==> src/rtl/fg_dac_pkg.sv <==
// Shared FSM encoding and phase-counter sizing for the DAC write controller.
package fg_dac_pkg;

  typedef enum logic [2:0] {
    ST_IDLE,
    ST_SETUP,
    ST_WRITE,
    ST_HOLD,
    ST_SETTLE
  } state_t;

  // Counter must hold the settle value and every fixed phase length minus one.
  function automatic int unsigned cnt_width(input int unsigned settle_w,
                                            input int unsigned setup,
                                            input int unsigned wr,
                                            input int unsigned hold);
    int unsigned m;
    int unsigned c;
    m = setup;
    if (wr > m) m = wr;
    if (hold > m) m = hold;
    c = (m > 1) ? $clog2(m) : 1;
    return (settle_w > c) ? settle_w : c;
  endfunction

endpackage

==> src/rtl/fg_phase_counter.sv <==
// Load/down-count timer shared by all write-cycle phases; stops at zero.
module fg_phase_counter #(
  parameter int unsigned WIDTH = 10
) (
  input  logic             clk_i,
  input  logic             rst_i,
  input  logic             load_i,
  input  logic [WIDTH-1:0] load_val_i,
  input  logic             dec_i,
  output logic             zero_c
);

  logic [WIDTH-1:0] count;

  // Load has priority; decrement saturates at zero so counts never wrap.
  always_ff @(posedge clk_i or posedge rst_i) begin
    if (rst_i) begin
      count <= '0;
    end else if (load_i) begin
      count <= load_val_i;
    end else if (dec_i && (count != '0)) begin
      count <= count - WIDTH'(1);
    end
  end

  assign zero_c = (count == '0);

endmodule

==> src/rtl/fg_dac_write_ctrl.sv <==
// Turns generator sample strobes into timed parallel-DAC write cycles with a
// one-deep latest-wins pending buffer, overrun flag, clear and power-down.
module fg_dac_write_ctrl
  import fg_dac_pkg::*;
#(
  parameter int unsigned BITWIDTH        = 8,
  parameter int unsigned SETUP_CYCLES    = 1,
  parameter int unsigned WR_CYCLES       = 2,
  parameter int unsigned HOLD_CYCLES     = 1,
  parameter int unsigned SETTLE_BITWIDTH = 10
) (
  input  logic                       clk_i,
  input  logic                       rst_i,
  input  logic                       enable_i,
  input  logic [BITWIDTH-1:0]        sample_i,
  input  logic                       sampleValid_STRB_i,
  input  logic [SETTLE_BITWIDTH-1:0] settle_i,
  input  logic                       clear_i,
  input  logic                       overrunClear_i,
  output logic [BITWIDTH-1:0]        dac_data_o,
  output logic                       dac_wr_no,
  output logic                       dac_clr_no,
  output logic                       dac_pd_no,
  output logic                       busy_o,
  output logic                       overrun_o
);

  localparam int unsigned CNT_W = cnt_width(SETTLE_BITWIDTH, SETUP_CYCLES,
                                            WR_CYCLES, HOLD_CYCLES);

  state_t                     state;
  logic [BITWIDTH-1:0]        pend_data;
  logic                       pend_valid;
  logic [SETTLE_BITWIDTH-1:0] settle_q;

  logic                       start_c;
  logic                       accept_c;
  logic                       cnt_load_c;
  logic [CNT_W-1:0]           cnt_val_c;
  logic                       cnt_dec_c;
  logic                       cnt_zero_c;

  // Start/accept qualification and the counter reload for the next phase.
  always_comb begin
    start_c    = (state == ST_IDLE) && enable_i && !clear_i &&
                 (pend_valid || sampleValid_STRB_i);
    accept_c   = sampleValid_STRB_i && enable_i && !clear_i;
    cnt_load_c = 1'b0;
    cnt_val_c  = '0;
    cnt_dec_c  = (state != ST_IDLE);
    if (!clear_i) begin
      case (state)
        ST_IDLE: if (start_c) begin
          cnt_load_c = 1'b1;
          cnt_val_c  = CNT_W'(SETUP_CYCLES - 1);
        end
        ST_SETUP: if (cnt_zero_c) begin
          cnt_load_c = 1'b1;
          cnt_val_c  = CNT_W'(WR_CYCLES - 1);
        end
        ST_WRITE: if (cnt_zero_c) begin
          cnt_load_c = 1'b1;
          cnt_val_c  = CNT_W'(HOLD_CYCLES - 1);
        end
        ST_HOLD: if (cnt_zero_c && (settle_q != '0)) begin
          cnt_load_c = 1'b1;
          cnt_val_c  = CNT_W'(settle_q) - CNT_W'(1);
        end
        default: ;
      endcase
    end
  end

  fg_phase_counter #(.WIDTH(CNT_W)) u_phase_counter (
    .clk_i      (clk_i),
    .rst_i      (rst_i),
    .load_i     (cnt_load_c),
    .load_val_i (cnt_val_c),
    .dec_i      (cnt_dec_c),
    .zero_c     (cnt_zero_c)
  );

  // Write-cycle FSM, pending buffer and all registered DAC/status outputs.
  always_ff @(posedge clk_i or posedge rst_i) begin
    if (rst_i) begin
      state      <= ST_IDLE;
      pend_data  <= '0;
      pend_valid <= 1'b0;
      settle_q   <= '0;
      dac_data_o <= '0;
      dac_wr_no  <= 1'b1;
      dac_clr_no <= 1'b0;
      dac_pd_no  <= 1'b1;
      busy_o     <= 1'b0;
      overrun_o  <= 1'b0;
    end else begin
      dac_clr_no <= ~clear_i;
      dac_pd_no  <= enable_i | (state != ST_IDLE);
      if (overrunClear_i) overrun_o <= 1'b0;

      if (clear_i) begin
        state      <= ST_IDLE;
        dac_wr_no  <= 1'b1;
        dac_data_o <= '0;
        pend_valid <= 1'b0;
        busy_o     <= 1'b0;
      end else begin
        case (state)
          ST_IDLE: begin
            if (start_c) begin
              dac_data_o <= pend_valid ? pend_data : sample_i;
              settle_q   <= settle_i;
              busy_o     <= 1'b1;
              state      <= ST_SETUP;
              // A strobe arriving while pending drains refills the slot.
              pend_valid <= pend_valid && sampleValid_STRB_i;
              pend_data  <= sample_i;
            end else begin
              pend_valid <= 1'b0;
            end
          end
          ST_SETUP: if (cnt_zero_c) begin
            state     <= ST_WRITE;
            dac_wr_no <= 1'b0;
          end
          ST_WRITE: if (cnt_zero_c) begin
            state     <= ST_HOLD;
            dac_wr_no <= 1'b1;
          end
          ST_HOLD: if (cnt_zero_c) begin
            if (settle_q != '0) begin
              state <= ST_SETTLE;
            end else begin
              state  <= ST_IDLE;
              busy_o <= 1'b0;
            end
          end
          ST_SETTLE: if (cnt_zero_c) begin
            state  <= ST_IDLE;
            busy_o <= 1'b0;
          end
          default: state <= ST_IDLE;
        endcase

        // Strobes during a write land in pending; overwriting a full slot flags overrun.
        if (state != ST_IDLE) begin
          if (!enable_i) begin
            pend_valid <= 1'b0;
          end else if (accept_c) begin
            pend_data  <= sample_i;
            pend_valid <= 1'b1;
            if (pend_valid) overrun_o <= 1'b1;
          end
        end
      end
    end
  end

endmodule

==> config.mk <==
export PLATFORM = sky130hd
export DESIGN_NAME = fg_dac_write_ctrl
export DESIGN_NICKNAME = d
export VERILOG_FILES = /design/src/rtl/fg_dac_pkg.sv /design/src/rtl/fg_phase_counter.sv /design/src/rtl/fg_dac_write_ctrl.sv
export SDC_FILE = /design/constraint.sdc
export NUM_CORES = 1
export LEC_CHECK = 0
export CAP_MARGIN = 20
export CORE_UTILIZATION = 40
export CTS_CLUSTER_SIZE = 12
export DETAILED_ROUTE_END_ITERATION = 8
export GPL_TIMING_DRIVEN = 0
export PLACE_DENSITY = 0.6
export SYNTH_ARGS = -nofsm -noshare
export SYNTH_HDL_FRONTEND = slang
export SYNTH_HIERARCHICAL = 1
export SYNTH_SLANG_ARGS = --single-unit
export TNS_END_PERCENT = 1
==> constraint.sdc <==
create_clock -name clk_i -period 4.4 [get_ports clk_i]
set_input_delay 1.32 -clock clk_i [delete_from_list [all_inputs] [get_ports clk_i]]
set_output_delay 1.32 -clock clk_i [all_outputs]
set_load 0.02 [all_outputs]
Yosys cells after proc, flatten, opt, wreduce, memory -nomap -nowiden
Index checks and enable logic that the tools add are counted.
- register bits: 45
- logic and storage cells: 100
- add/subtract/negate cells: 2
- eq/ne operators: 10
- muxes and demuxes: 49
- bitwise operators: 2
- reductions and logical operators: 26
- operator list (operator ; number):
    2-to-1 mux 8 bit ; 9
    2-to-1 mux 10 bit ; 4
    2-to-1 mux 1 bit ; 24
    2-to-1 mux 3 bit ; 7
    case mux 10 bit (2 select lines) ; 1
    nonzero test 10 bit ; 2
    subtractor 10 x 1 -> 10 bit (second input constant) ; 2
    inequality test 3 bit (second input constant) ; 6
    case mux 3 bit (5 select lines) ; 1
    zero test 10 bit ; 1
    AND reduction 5 bit ; 2
    logical AND 1 bit ; 8
    == test 3 x 2 -> 1 bit (second input constant) ; 2
    case mux 1 bit (3 select lines) ; 2
    AND reduction 3 bit ; 2
    nonzero test 2 bit ; 3
    nonzero test 3 bit ; 2
    nonzero test 4 bit ; 1
    == test 3 x 1 -> 1 bit (second input constant) ; 1
    == test 3 bit (second input constant) ; 1
    zero test 3 bit ; 1
    case mux 1 bit (2 select lines) ; 1
    AND reduction 2 bit ; 1
    OR reduction 2 bit ; 1
    4 further kinds ; 4

Depth between registers and ports, before layout
Gate-level depths: netlist of the first run.
- word-level depth: 10
- mapped depth: 13
- gate-level depth less buffers: 12

By module
Netlist of the first run, hierarchy kept.
- modules (own cells, without submodules) (module ; times used ; cells an instance ; area each (µm²) ; sequential area each (µm²)):
    fg_dac_write_ctrl ; 1 ; 169 ; 1779.2 ; 878.3
    fg_phase_counter ; 1 ; 75 ; 655.6 ; 250.2

Worst setup path before layout of the first run
No wires, ideal clock.
- kind: reg-to-reg
- start: register u_phase_counter.count[0]
- end: register u_phase_counter.count[3]
- data arrival time: 3275 ps
- required time: 4275 ps
- setup slack: 1000 ps
- stages on the path, launching flop included: 13
- buffers on the path: 1
- clock period less this slack: 3400 ps
- cells stage by stage: dfrtp_1 -> inv_1 -> ha_1 -> or4b_4 -> or3_2 -> inv_1 -> nand2_1 -> nor3_1 -> nand3_2 -> o31ai_1 -> clkbuf_1 -> clkinv_1 -> mux2_2
- longest elaborated chain between the ends: 6
- elaborated cells on any way between the ends: 15
- ends and longest elaborated chain (item ; RTL line ; text):
    from (decl) ; fg_phase_counter.sv:13 ; logic [WIDTH-1:0] count;
    from (signal assigned) ; fg_phase_counter.sv:20 ; count <= load_val_i;
    from (signal assigned) ; fg_phase_counter.sv:22 ; count <= count - WIDTH'(1);
    zero test 10 bit (*) ; fg_phase_counter.sv:26 ; assign zero_c = (count == '0);
    via cnt_zero_c ; fg_dac_write_ctrl.sv:41 ; logic cnt_zero_c;
    logical AND 1 bit ; fg_dac_write_ctrl.sv:65 ; ST_HOLD: if (cnt_zero_c && (settle_q != '0)) begin
    2-to-1 mux 1 bit ; fg_dac_write_ctrl.sv:65 ;
    case mux 1 bit (3 select lines) (*) ; fg_dac_write_ctrl.sv:52 ; case (state)
    2-to-1 mux 1 bit (*) ; fg_dac_write_ctrl.sv:51 ; if (!clear_i) begin
    via cnt_load_c ; fg_dac_write_ctrl.sv:38 ; logic cnt_load_c;
    2-to-1 mux 10 bit / nonzero test 2 bit (equally long branches) ; -- ;
Mark *: on every way through the listed nets, which the timed path passes. The rest lies on a longest branch. The select of a mux whose other input is x is not followed.
A chain may end at the register's enable or synchronous reset.

Final worst setup path of the first run
Same ends and word-level chain as after synthesis.

==> results.cfg, run 1 <==
[outcome]
status = completed

[placement]
dp_hpwl_microns = 3694
io_buffers = 36
globalplace.congestion = 0.7947
dp_cells = 355

[power_and_ir_drop]
leakage_uw = 0.001227
power_density_nw_per_um2 = 401.1
vdd_ir_drop_max_mv = 0.2237

[detailed_routing]
met1_length_microns = 2334
wl_met2_microns = 2371
maxUsedRoutingLayer = met4
ant_nets = 0
route.detailed.drc = 0
vias_per_cell = 5.102
wl_per_cell_microns = 13.60
drtIter0Drc = 79
drt-total-wl_microns = 4935
firstDrtPassIters = 4
met3_wirelength_microns = 196
route.vias.total = 1852

[critical_path]
rr_endpoint = u_phase_counter/count[3]
cp_slowest_stage_delay_ps = 530
worstPathArrival_ps = 4150
worst_setup_path_end_kind = register
worst-setup-path-type = reg2reg
endpoint = u_phase_counter/count[3]
crit_chain = inv_1 -> ha_1 -> or4b_4 -> or3_2 -> inv_1 -> nand2_1 -> nor3_1 -> nand3_2 -> o31ai_1 -> clkbuf_1 -> clkinv_1 -> mux2_2
timing.rr.start = u_phase_counter/count[0]
crit_top_cell = inv_1
crit_slowest_cell = or4b_4
crit_start = u_phase_counter/count[0]
crit_fanout = 10
start_kind = register
reg2regPathDepth = 12
rrSetupSlack_ps = 420
cp.required_ps = 4570

[synth]
seq_area_frac_synth = 0.4635
synth_edf_count = 0
avgSynthCellArea_sq_um = 9.979
yosysUniqueCellTypes = 50
syn_nets = 270
synth_top_flop_cell = dfrtp_1
postSynthCellCount = 244
async_flop_share = 1.000
synth_top_area_cell = dfrtp_1
synth_warnings = 6
syn_area_sq_um = 2435
yosys-top-cells-area = dfrtp_1 (44%), mux2_2 (12%), nand2_1 (4.5%)
synth_seq_cells = 45
yosys.area.top_type_share = 0.4419

[sta]
final_max_slew_viol_count = 0
post-route-min-period_ps = 3978
min_period_over_period = 0.9041
worstMarginPinSlew_ps = 772.4
holdWs_ps = 509.8
skew_ps = 8.807
setup_viol_count_final = 0
slew_headroom = 0.4803
max_freq_ghz = 0.2514
hold_viol_final = 0
rsz0062_at_grt = no
timing.setup.tns_ps = 0

[grt]
grt_max_degree = 36
grt.total_usage = 0.1731
gr-total-overflow = 0
antenna_found_initial = 0
grt_pass1_vias = 1841
grt_pass1_wl_microns = 8666

[floorplan]
core-area_sq_um = 5886
num_rows = 28
start_util = 0.4137
die_h_microns = 80.02
ioPinCount = 37
fp.dieW_microns = 80.02
die_area_sq_um = 6403

[clocking]
cts.sinks = 45
cts-hold-fix-buffers = 0
post_cts.repair.setup_buffers = 0
root_buffer = clkbuf_8
cts_resized = 0
clk_pin_slew_worst_paths_ps = 90
cts_tree = yes
clockBufferDepth = 2
insertion_delay_ps = 290
numCtsBuffers = 5
htreeDepth = 2

[cells_and_area]
diodes = 0
final_common_cell = dfrtp_1
layout-drive-gt1-share = 0.1875
fin_cells = 363
final_cell_mix = dfrtp_1 (43), clkdlybuf4s50_1 (36), nand2_1 (29)
nNetsFinal = 313
syn_to_final_growth_pct = 23.59

[hold_path]
worstHoldPathType = reg2reg

[flow_run]
maxCapViolations = 0
[registers in the layout, indices dropped and copies added, names as in the netlist]
register	cells
dac_data_o	8
busy_o	1
settle_q	10
dac_clr_no	1
u_phase_counter/count	10
overrun_o	1
dac_wr_no	1
pend_data	8
pend_valid	1
dac_pd_no	1
state	3
[worst min path at each step]
stage | startpoint | endpoint | slack, ps | cells past startpoint
finish | pend_data[6] | pend_data[6] | 510 | 1
global route | pend_data[5] | pend_data[5] | 520 | 1
CTS | pend_data[4] | pend_data[4] | 510 | 1
detailed placement | pend_data[7] | pend_data[7] | 490 | 1
global placement | pend_data[3] | pend_data[3] | 480 | 1
floorplan | pend_data[0] | pend_data[0] | 470 | 1
[critical path: cells and delay by family (launching register included)]
| kind | cells | cell delay (ps) |
|---|---|---|
| compound gates | 1 | 130 |
| fa+ha+maj | 1 | 260 |
| buf+inv | 4 | 880 |
| flops | 1 | 400 |
| mux | 1 | 340 |
| simple gates | 5 | 1860 |
[Yosys cell counts (all sizes together), types with 2 or more instances]
| master | count |
|---|---|
| o31ai | 3 |
| nor2 | 21 |
| or4 | 3 |
| a21oi | 11 |
| nand4 | 3 |
| o21ai | 22 |
| mux2 | 25 |
| a31oi | 2 |
| xnor2 | 7 |
| inv | 13 |
| xor2 | 4 |
| ha | 2 |
| dfstp | 2 |
| nand3 | 4 |
| and2 | 2 |
| and3 | 2 |
| mux2i | 2 |
| nor3 | 6 |
| o41ai | 2 |
| buf | 6 |
| nand2 | 29 |
| nor4 | 3 |
| clkbuf | 4 |
| dfrtp | 43 |
| or3 | 3 |
| or4b | 2 |
| nand2b | 2 |
[report_power, final]
group          switching, uW  internal [uW]  total [uW]
registers               86.7            497         584
logic                    145            157         302
clock network            136            185         321
[cell type report]
class	instances	area (sq um)
Clock inverter	2	37.54
Clock buffer	6	82.58
Buffer	10	52.55
Sequential cell	45	1129
Timing Repair Buffer	36	360.3
Tap cell	75	93.84
Inverter	14	52.55
Fill cell	581	2877
Multi-Input combinational cell	175	1201
[layer usage]
layer / up-vias / global-route usage
met5: - / 0
met4: 0 / 0.04286
met3: 2 / 0.04343
met2: 35 / 0.2880
met1: 869 / 0.2246
li1: 946 / -
[kinds of logic (layout without fill, tap and decap cells)]
family / count (synthesis) / count (layout) / synth area share
buffers and inverters: 24 / 68 / 0.04316
muxes: 27 / 27 / 0.1238
AOI/OAI and AO/OA: 50 / 50 / 0.1377
xor gates and xnor gates: 11 / 11 / 0.03957
and+or+nand+nor: 85 / 85 / 0.1819
DFF: 45 / 45 / 0.4635
adders and majority gates: 2 / 2 / 0.01028
[through the flow]
step / worst slack [ps] / cell area [sq um] / utilization / power, uW
after detailed placement: 471.9 / 2889 / 0.4909 / 895.2
final: 421.9 / 3009 / 0.5113 / 1207
after floorplan: 1000 / 2435 / - / 795.8
after CTS: 452.3 / 3009 / 0.5113 / 1222
after global placement: 466.8 / 2889 / 0.4909 / 887.3
after global routing: 50.51 / 3009 / 0.5113 / 1283
No activity file was read; power rests on OpenSTA's default activity.
==> inputs of run 2 (changes only) <==
- CTS_CLUSTER_SIZE: 12 -> 28
==> results of run 2 <==
Same layout as run 1: the final DEF is identical, and so are final timing and power.
==> inputs of run 3 (changes only) <==
- SETUP_SLACK_MARGIN: default -> 0.2
==> run 3 against run 2 <==
- critical path type unchanged
- sequential power about the same
- wire length up 0.16%
- worst setup slack better by 210 ps
- combinational power about the same
==> results.cfg, run 3 (synthesized netlist as in run 1, its figures left out) <==
[outcome]
status = completed

[detailed_routing]
drtIter0Drc = 77
firstDrtPassIters = 4
vias_per_cell = 5.107
route.detailed.drc = 0
route.vias.total = 1854
drt-total-wl_microns = 4943
wl_per_cell_microns = 13.62
ant_nets = 0

[cells_and_area]
reg_top3 = settle_q x10, u_phase_counter/count x10
final_cell_mix = dfrtp_1 (43), clkdlybuf4s50_1 (36), nand2_1 (29)
fin_cells = 363
layout-drive-gt1-share = 0.1910
diodes = 0
nNetsFinal = 313
final_common_cell = dfrtp_1
syn_to_final_growth_pct = 23.79

[grt]
grt_pass1_vias = 1841
antenna_found_initial = 0
grt_busiest_layer = met2
grt.total_usage = 0.1731
gr-total-overflow = 0
grt_max_degree = 36
use_met1 = 0.2246
use_met2 = 0.2880
grt_use_met3 = 0.04343
grt_pass1_wl_microns = 8666

[critical_path]
cp_slowest_stage_delay_ps = 530
timing.rr.start = u_phase_counter/count[0]
worst_setup_path_end_kind = register
worst-setup-path-type = reg2reg
crit_fanout = 10
cp.required_ps = 4570
crit_slowest_cell = or4b_4
cp_top_family = simple AND/OR/NAND/NOR gates
crit_start = u_phase_counter/count[0]
crit_chain = inv_1 -> ha_1 -> or4b_4 -> or3_2 -> inv_1 -> nand2_1 -> nor3_2 -> nand3_2 -> o31ai_1 -> clkbuf_1 -> clkinv_1 -> mux2_2
worstPathArrival_ps = 3940
crit_top_cell = inv_1
crit_buf_inv = 4
start_kind = register

[sta]
rsz0062_at_grt = no
min_period_over_period = 0.8568
max_freq_ghz = 0.2653
timing.setup.tns_ps = 0
skew_ps = 8.825
post-route-min-period_ps = 3770
final_max_slew_viol_count = 0
slew_headroom = 0.4803
worstMarginPinSlew_ps = 772.4
hold_viol_final = 0
setup_viol_count_final = 0
holdWs_ps = 509.8

[floorplan]
fp.dieW_microns = 80.02
ioPinCount = 37
die_h_microns = 80.02
core-area_sq_um = 5886
start_util = 0.4137
die_area_sq_um = 6403
num_rows = 28

[clocking]
clockBufferDepth = 2
post_cts.repair.setup_buffers = 0
cts_tree = yes
clk_pin_slew_worst_paths_ps = 90
cts.sinks = 45
insertion_delay_ps = 290
root_buffer = clkbuf_8
htreeDepth = 2
numCtsBuffers = 5

[hold_path]
hp-start = pend_data[6]
worstHoldPathType = reg2reg

[flow_run]
maxCapViolations = 0

[power_and_ir_drop]
vdd_ir_drop_max_mv = 0.2237
power_density_nw_per_um2 = 400.5
leakage_uw = 0.001229

[placement]
dp_hpwl_microns = 3694
io_buffers = 36
dp_cells = 355
globalplace.congestion = 0.7947
==> run 3: cell types whose count changed in the layout (fill, tap and decap cells not counted) <==
cell,change
nor3_2,+1
nor3_1,-1
==> run 3: report_power, final <==
part | switching, uW | internal [uW] | leakage [uW] | total (uW)
Clock | 136 | 185 | 0.0000574 | 321
Sequential | 86.8 | 497 | 0.000561 | 584
Combinational | 145 | 157 | 0.000611 | 302
==> run 3: cell type report <==
cell class | count | area [sq um]
Timing Repair Buffer | 36 | 360.3
Multi-Input combinational cell | 175 | 1206
Clock inverter | 2 | 37.54
Clock buffer | 6 | 82.58
Tap cell | 75 | 93.84
Sequential cell | 45 | 1129
Inverter | 14 | 52.55
Buffer | 10 | 52.55
Fill cell | 580 | 2872
==> run 3: routing by layer <==
| metal | up-vias | share of wire |
|---|---|---|
| li1 | 945 | - |
| met1 | 880 | 0.47 |
| met2 | 27 | 0.48 |
| met3 | 2 | 0.037 |
| met4 | 0 | 0.0067 |
| met5 | - | 0 |
==> run 3: through the flow <==
step | utilization | area [sq um] | total power [uW] | setup slack [ps]
4_1_cts | 0.5113 | 3009 | 1222 | 452.3
6_report | 0.5121 | 3014 | 1207 | 630.1
3_3_place_gp | 0.4909 | 2889 | 887.3 | 466.8
2_1_floorplan | - | 2435 | 795.8 | 1000
5_1_grt | 0.5121 | 3014 | 1283 | 310.5
3_5_place_dp | 0.4909 | 2889 | 895.2 | 471.9
==> run 3: final timing paths <==
kind,endpoint,slack [ps],cells past startpoint
setup reg to reg,u_phase_counter/count[3],630,12
max in group asynchronous,state[2],2430,2
hold reg to reg,pend_data[6],510,1
min in group asynchronous,u_phase_counter/count[0],1350,2
setup / recovery,u_phase_counter/count[3],630,12
hold / removal,pend_data[6],510,1
==> run 3: timing repair <==
item                                    4_1_cts  5_1_grt
endpoints found under the setup margin        0        6
hold buffers                                  0        0
gates resized for setup                       0        1
==> patch 1, RTL diff (settings of run 1) <==
The parameter `WR_CYCLES` goes from 2 to 4.
--- a/src/rtl/fg_dac_write_ctrl.sv
+++ b/src/rtl/fg_dac_write_ctrl.sv
@@ -5,7 +5,7 @@
 #(
   parameter int unsigned BITWIDTH        = 8,
   parameter int unsigned SETUP_CYCLES    = 1,
-  parameter int unsigned WR_CYCLES       = 2,
+  parameter int unsigned WR_CYCLES       = 4,
   parameter int unsigned HOLD_CYCLES     = 1,
   parameter int unsigned SETTLE_BITWIDTH = 10
 ) (
Check against the original RTL: not equivalent (Yosys sat finds a counterexample within 10 cycles, from zero or initial values and one cycle with rst_i high).
==> patch 1 against run 1 <==
- worst hold slack better by 4.9 ps
- wire length increased by 1.6%
- critical path depth is the same
- sequential cell count unchanged
- design area up 1.8%
- sequential power increased by 0.9%
- worst setup slack improved by 360 ps
- synthesized area grew 2.3%
- total power fell by 3.5%
- final cell count up 1.1%
- largest cell class unchanged
==> patch 1: results (changes against run 1) <==
** Finish
- Layout filler cell count :: 578 (-0.52%)
- Ratio of cells with drive above 1 in the final layout :: 17.12% (-1.6 points)
- In the final layout, the registers with the most flip-flops are settle_q: 10 flops, u_phase_counter/count: 10 flops.
- The count of antenna diodes in the layout came to 0 (unchanged).
- The number of nets in the layout was 317 (+1.3%).

** Placed design
- The placed standard-cell area came to 0.002973 mm² (+2.9%).
- Worst setup slack after placement :: 567.5 ps (+95.63 ps)
- The number of placed instances with taps included is 359 (+1.1%).
- Routability congestion estimate :: 0.8060 (+1.4%)
- The half-perimeter wire length after detailed placement came to 3781 µm (+2.3%).

** STA
- Setup Skew :: 3.495 ps (-5.312 ps)
- Clock period minus worst slack :: 3620 ps (-358.3 ps)
- The worst slew margin relative to its limit came to 47.43% (-0.60 points).
- Final hold slack :: 514.7 ps (+4.920 ps)

** Detailed routing
- Final wirelength :: 5016 µm (+1.6%)
- The detail-routed via count per cell came to 5.090 (-0.24%).
- The wire length on met1 came to 2569 µm (+10%).
- The initial detailed-routing violation count was 85 (+7.6%).
- Met2 wire len :: 2235 µm (-5.7%)
- The met3 layer wire length in the routed design came to 156 µm (-20%).
- The total via count in the routed design was 1868 (+0.86%).

** Status
- Run status :: finished clean

** Min path
- Worst Hold Path EP :: pend_data[2]$_DFFE_PP0N_
- The tightest min-delay check is of the flip-flop to flip-flop type.
- HP Start :: pend_data[2]$_DFFE_PP0N_

** Global route
- Pin count of the biggest net entering global routing :: 19 (-47%)
- The met1 usage is 24.50% (+2.0 points).
- The first-pass GRT wire length was 8790 µm (+1.4%).
- The met2 layer usage reported by global route was 27.23% (-1.6 points).
- Met3 usage :: 3.146% (-1.2 points)
- Total track usage :: 17.30% (about the same)

** Pwr
- The static leakage power is 1.297 nW (+5.7%).
- The maximum resistive drop on vdd came to 175.7 µV (-21%).

** Critical path
- The worst setup path is of the flip-flop to flip-flop kind.
- The setup slack on the worst flop-to-flop path came to 780 ps (+360 ps).

** Synthesis
- Syn nets :: 273 (+1.1%)
- After synthesis, the most frequently instantiated cells are 43 x sky130_fd_sc_hd__dfrtp_1, 33 x sky130_fd_sc_hd__nand2_1, 23 x sky130_fd_sc_hd__nor2_1, 23 x sky130_fd_sc_hd__o21ai_0, 14 x sky130_fd_sc_hd__mux2_2.
- Gate Count Post-Synth :: 247 (+1.2%)
- Portion of the post-synthesis area used by sequential elements :: 45.30% (-1.0 points)
- Distinct cells, synth :: 54 (+8.0%)
- Area fraction of the dominant cell type after synthesis :: 43.19% (-1.0 points)
[patch 1: cells by family (layout without fill, tap and decap cells)]
kind of cell	after synthesis	after routing	share of synthesized area, %
muxes	28	28	13.71
AOI/OAI and AO/OA	51	51	13.51
buffers and inverters	24	69	4.570
DFF	45	45	45.30
xor gates and xnor gates	11	11	3.867
adders and majority gates	2	2	1.004
and+or+nand+nor	86	86	18.03
[patch 1: layout make-up]
| cell class | count | area (µm²) | share of cell area, % |
|---|---|---|---|
| plain buffers | 10 | 61.31 | 2.002 |
| clock buffers | 8 | 90.09 | 2.941 |
| inverters | 14 | 52.55 | 1.716 |
| multi-input cells | 178 | 1249 | 40.77 |
| flip-flops and latches | 45 | 1129 | 36.85 |
| well taps | 75 | 93.84 | 3.064 |
| repair buffers | 37 | 387.9 | 12.66 |
[patch 1: report_power, final]
group | switching [W] | internal (W)
clock network | 0.000127 | 0.000128
registers | 0.0000917 | 0.000497
logic | 0.000151 | 0.000170
total | 0.000370 | 0.000795
==> patch 2, RTL diff (settings of run 1) <==
Made on the original files. Add an input register stage for `sample_i`, without a reset; this delays it by one clock. The other inputs are not delayed to match.
--- a/src/rtl/fg_dac_write_ctrl.sv
+++ b/src/rtl/fg_dac_write_ctrl.sv
@@ -27,6 +27,12 @@
 
   localparam int unsigned CNT_W = cnt_width(SETTLE_BITWIDTH, SETUP_CYCLES,
                                             WR_CYCLES, HOLD_CYCLES);
+
+  logic [BITWIDTH-1:0] sample_q;
+
+  always_ff @(posedge clk_i) begin
+    sample_q <= sample_i;
+  end
 
   state_t                     state;
   logic [BITWIDTH-1:0]        pend_data;
@@ -108,13 +114,13 @@
         case (state)
           ST_IDLE: begin
             if (start_c) begin
-              dac_data_o <= pend_valid ? pend_data : sample_i;
+              dac_data_o <= pend_valid ? pend_data : sample_q;
               settle_q   <= settle_i;
               busy_o     <= 1'b1;
               state      <= ST_SETUP;
               // A strobe arriving while pending drains refills the slot.
               pend_valid <= pend_valid && sampleValid_STRB_i;
-              pend_data  <= sample_i;
+              pend_data  <= sample_q;
             end else begin
               pend_valid <= 1'b0;
             end
@@ -147,7 +153,7 @@
           if (!enable_i) begin
             pend_valid <= 1'b0;
           end else if (accept_c) begin
-            pend_data  <= sample_i;
+            pend_data  <= sample_q;
             pend_valid <= 1'b1;
             if (pend_valid) overrun_o <= 1'b1;
           end
Check against the original RTL: not equivalent (a bounded check fails within 4 cycles, from zero or initial values and one cycle with rst_i high).
==> patch 2 against run 1 <==
- synthesized area increased by 8.5%
- sequential cell count grew 8
- count of clock-buffer cells in the layout down 1
- worst setup slack improved by 580 ps
- total power up 8.5%
- wire length is 5.2% higher
- first-iteration DRC count is 2.5% higher
- largest power group unchanged
- design area grew 6.9%
==> patch 2: results (changes against run 1) <==
** STA
- The worst slew margin relative to its limit came to 44.49% (-3.5 points).
- The worst clock skew came to 4.844 ps (-3.964 ps).

** Finish
- Post-route non-filler standard cell count :: 380 (+4.7%)
- Ratio of cells with drive above 1 in the final layout :: 16.50% (-2.2 points)

** Min path
- HP Start :: sample_q[2]$_DFF_P_
- The worst hold path terminates at pend_data[2]$_DFFE_PP0N_.

** Pwr
- Worst vdd ir :: 215.8 µV (-3.6%)
- The static leakage power is 1.357 nW (+11%).
- The design internal power is 0.0008952 W (+6.7%).

** Detailed routing
- DRC violation total after the first TritonRoute iteration :: 81 (+2.5%)
- The wire length after detailed routing is 5194 µm (+5.2%).

** Synthesis
- Share of synthesized cell area in full adder, half adder and majority cells :: 0.9470% (-0.081 points)
- List of most frequent post-synthesis cells :: 43 x sky130_fd_sc_hd__dfrtp_1, 40 x sky130_fd_sc_hd__nand2_1, 19 x sky130_fd_sc_hd__nor2_1
- Distinct cells, synth :: 57 (+14%)
- The total nets after synthesis is 285 (+5.6%).
- After synthesis, the cell types taking the most area are sky130_fd_sc_hd__dfrtp_1 41%, sky130_fd_sc_hd__dfxtp_1 6.1%, sky130_fd_sc_hd__nand2_1 5.7%, sky130_fd_sc_hd__mux2i_1 3.8%, sky130_fd_sc_hd__xnor2_1 3.0%.
- Fraction of synthesized area in multiplexers :: 7.623% (-4.8 points)
- The parity-gate share of the synthesized area counting xor and xnor cells came to 3.314% (-0.64 points).
- The share of the yosys chip area belonging to registers was 48.77% (+2.4 points).
- Complex-gate fraction of the synthesized area :: 12.50% (-1.3 points)
- Average size of a mapped cell :: 10.20 µm² (+2.2%)

** Critical path
- The setup slack on the worst flop-to-flop path is 1000 ps (+580 ps).
- The data arrival time of the critical path came to 3600 ps (-550 ps).

** Global route
- Total track usage :: 16.13% (-1.2 points)
- The number of global-route vias before repair came to 1912 (+3.9%).
- The first-pass GRT wire length is 9114 µm (+5.2%).

** Placed design
- The final estimated routing congestion in global placement was 0.7936 (-0.14%).
- The half-perimeter wire length after detailed placement came to 3796 µm (+2.8%).
- Total placed cells including tap cells :: 372 (+4.8%)

** Clock tree
- The later pin in the worst-skew pair is clocked with a latency of 300 ps.

** Status
- The flow ran to the end, and the final reports show no timing, DRC or antenna violations.
-- patch 2: cell count changes after synthesis, moves of 4 or more --
cell,change
sky130_fd_sc_hd__nand2_1,+11
sky130_fd_sc_hd__mux2i_1,+8
sky130_fd_sc_hd__dfxtp_1,+8
sky130_fd_sc_hd__mux2_1,+4
sky130_fd_sc_hd__o21ai_2,+8
sky130_fd_sc_hd__o21ai_0,-10
sky130_fd_sc_hd__mux2_2,-20
-- patch 2: through the flow --
| stage | setup slack, ps | total power [W] |
|---|---|---|
| 2_1_floorplan | 1397 | 0.0008778 |
| 3_3_place_gp | 703.5 | 0.0009700 |
| 3_5_place_dp | 698.8 | 0.0009746 |
| 4_1_cts | 981.2 | 0.001324 |
| 5_1_grt | 742.5 | 0.001395 |
| 6_report | 1004 | 0.001310 |
-- patch 2: cell type report --
class,instances,area [µm²]
Fill cell,600,3134
Sequential cell,53,1289
Inverter,15,58.81
Multi-Input combinational cell,181,1210
Timing Repair Buffer,36,360.3
Buffer,10,85.08
Clock buffer,5,68.82
Clock inverter,3,47.55
Tap cell,77,96.34
-- patch 2: routing by layer --
metal / wire [µm] / GRT usage, % / vias up
li1: - / - / 994
met1: 2601 / 21.77 / 941
met2: 2387 / 26.38 / 34
met3: 148 / 3.082 / 5
met4: 55 / 4.702 / 0
met5: 0 / 0 / -
-- patch 2: power groups by stage --
| stage | registers, W | clock network, W | logic, W |
|---|---|---|---|
| floorplan | 0.000648 | 0 | 0.000230 |
| global placement | 0.000658 | 0 | 0.000313 |
| detailed placement | 0.000661 | 0 | 0.000314 |
| CTS | 0.000651 | 0.000356 | 0.000316 |
| global route | 0.000665 | 0.000376 | 0.000353 |
| finish | 0.000652 | 0.000345 | 0.000313 |
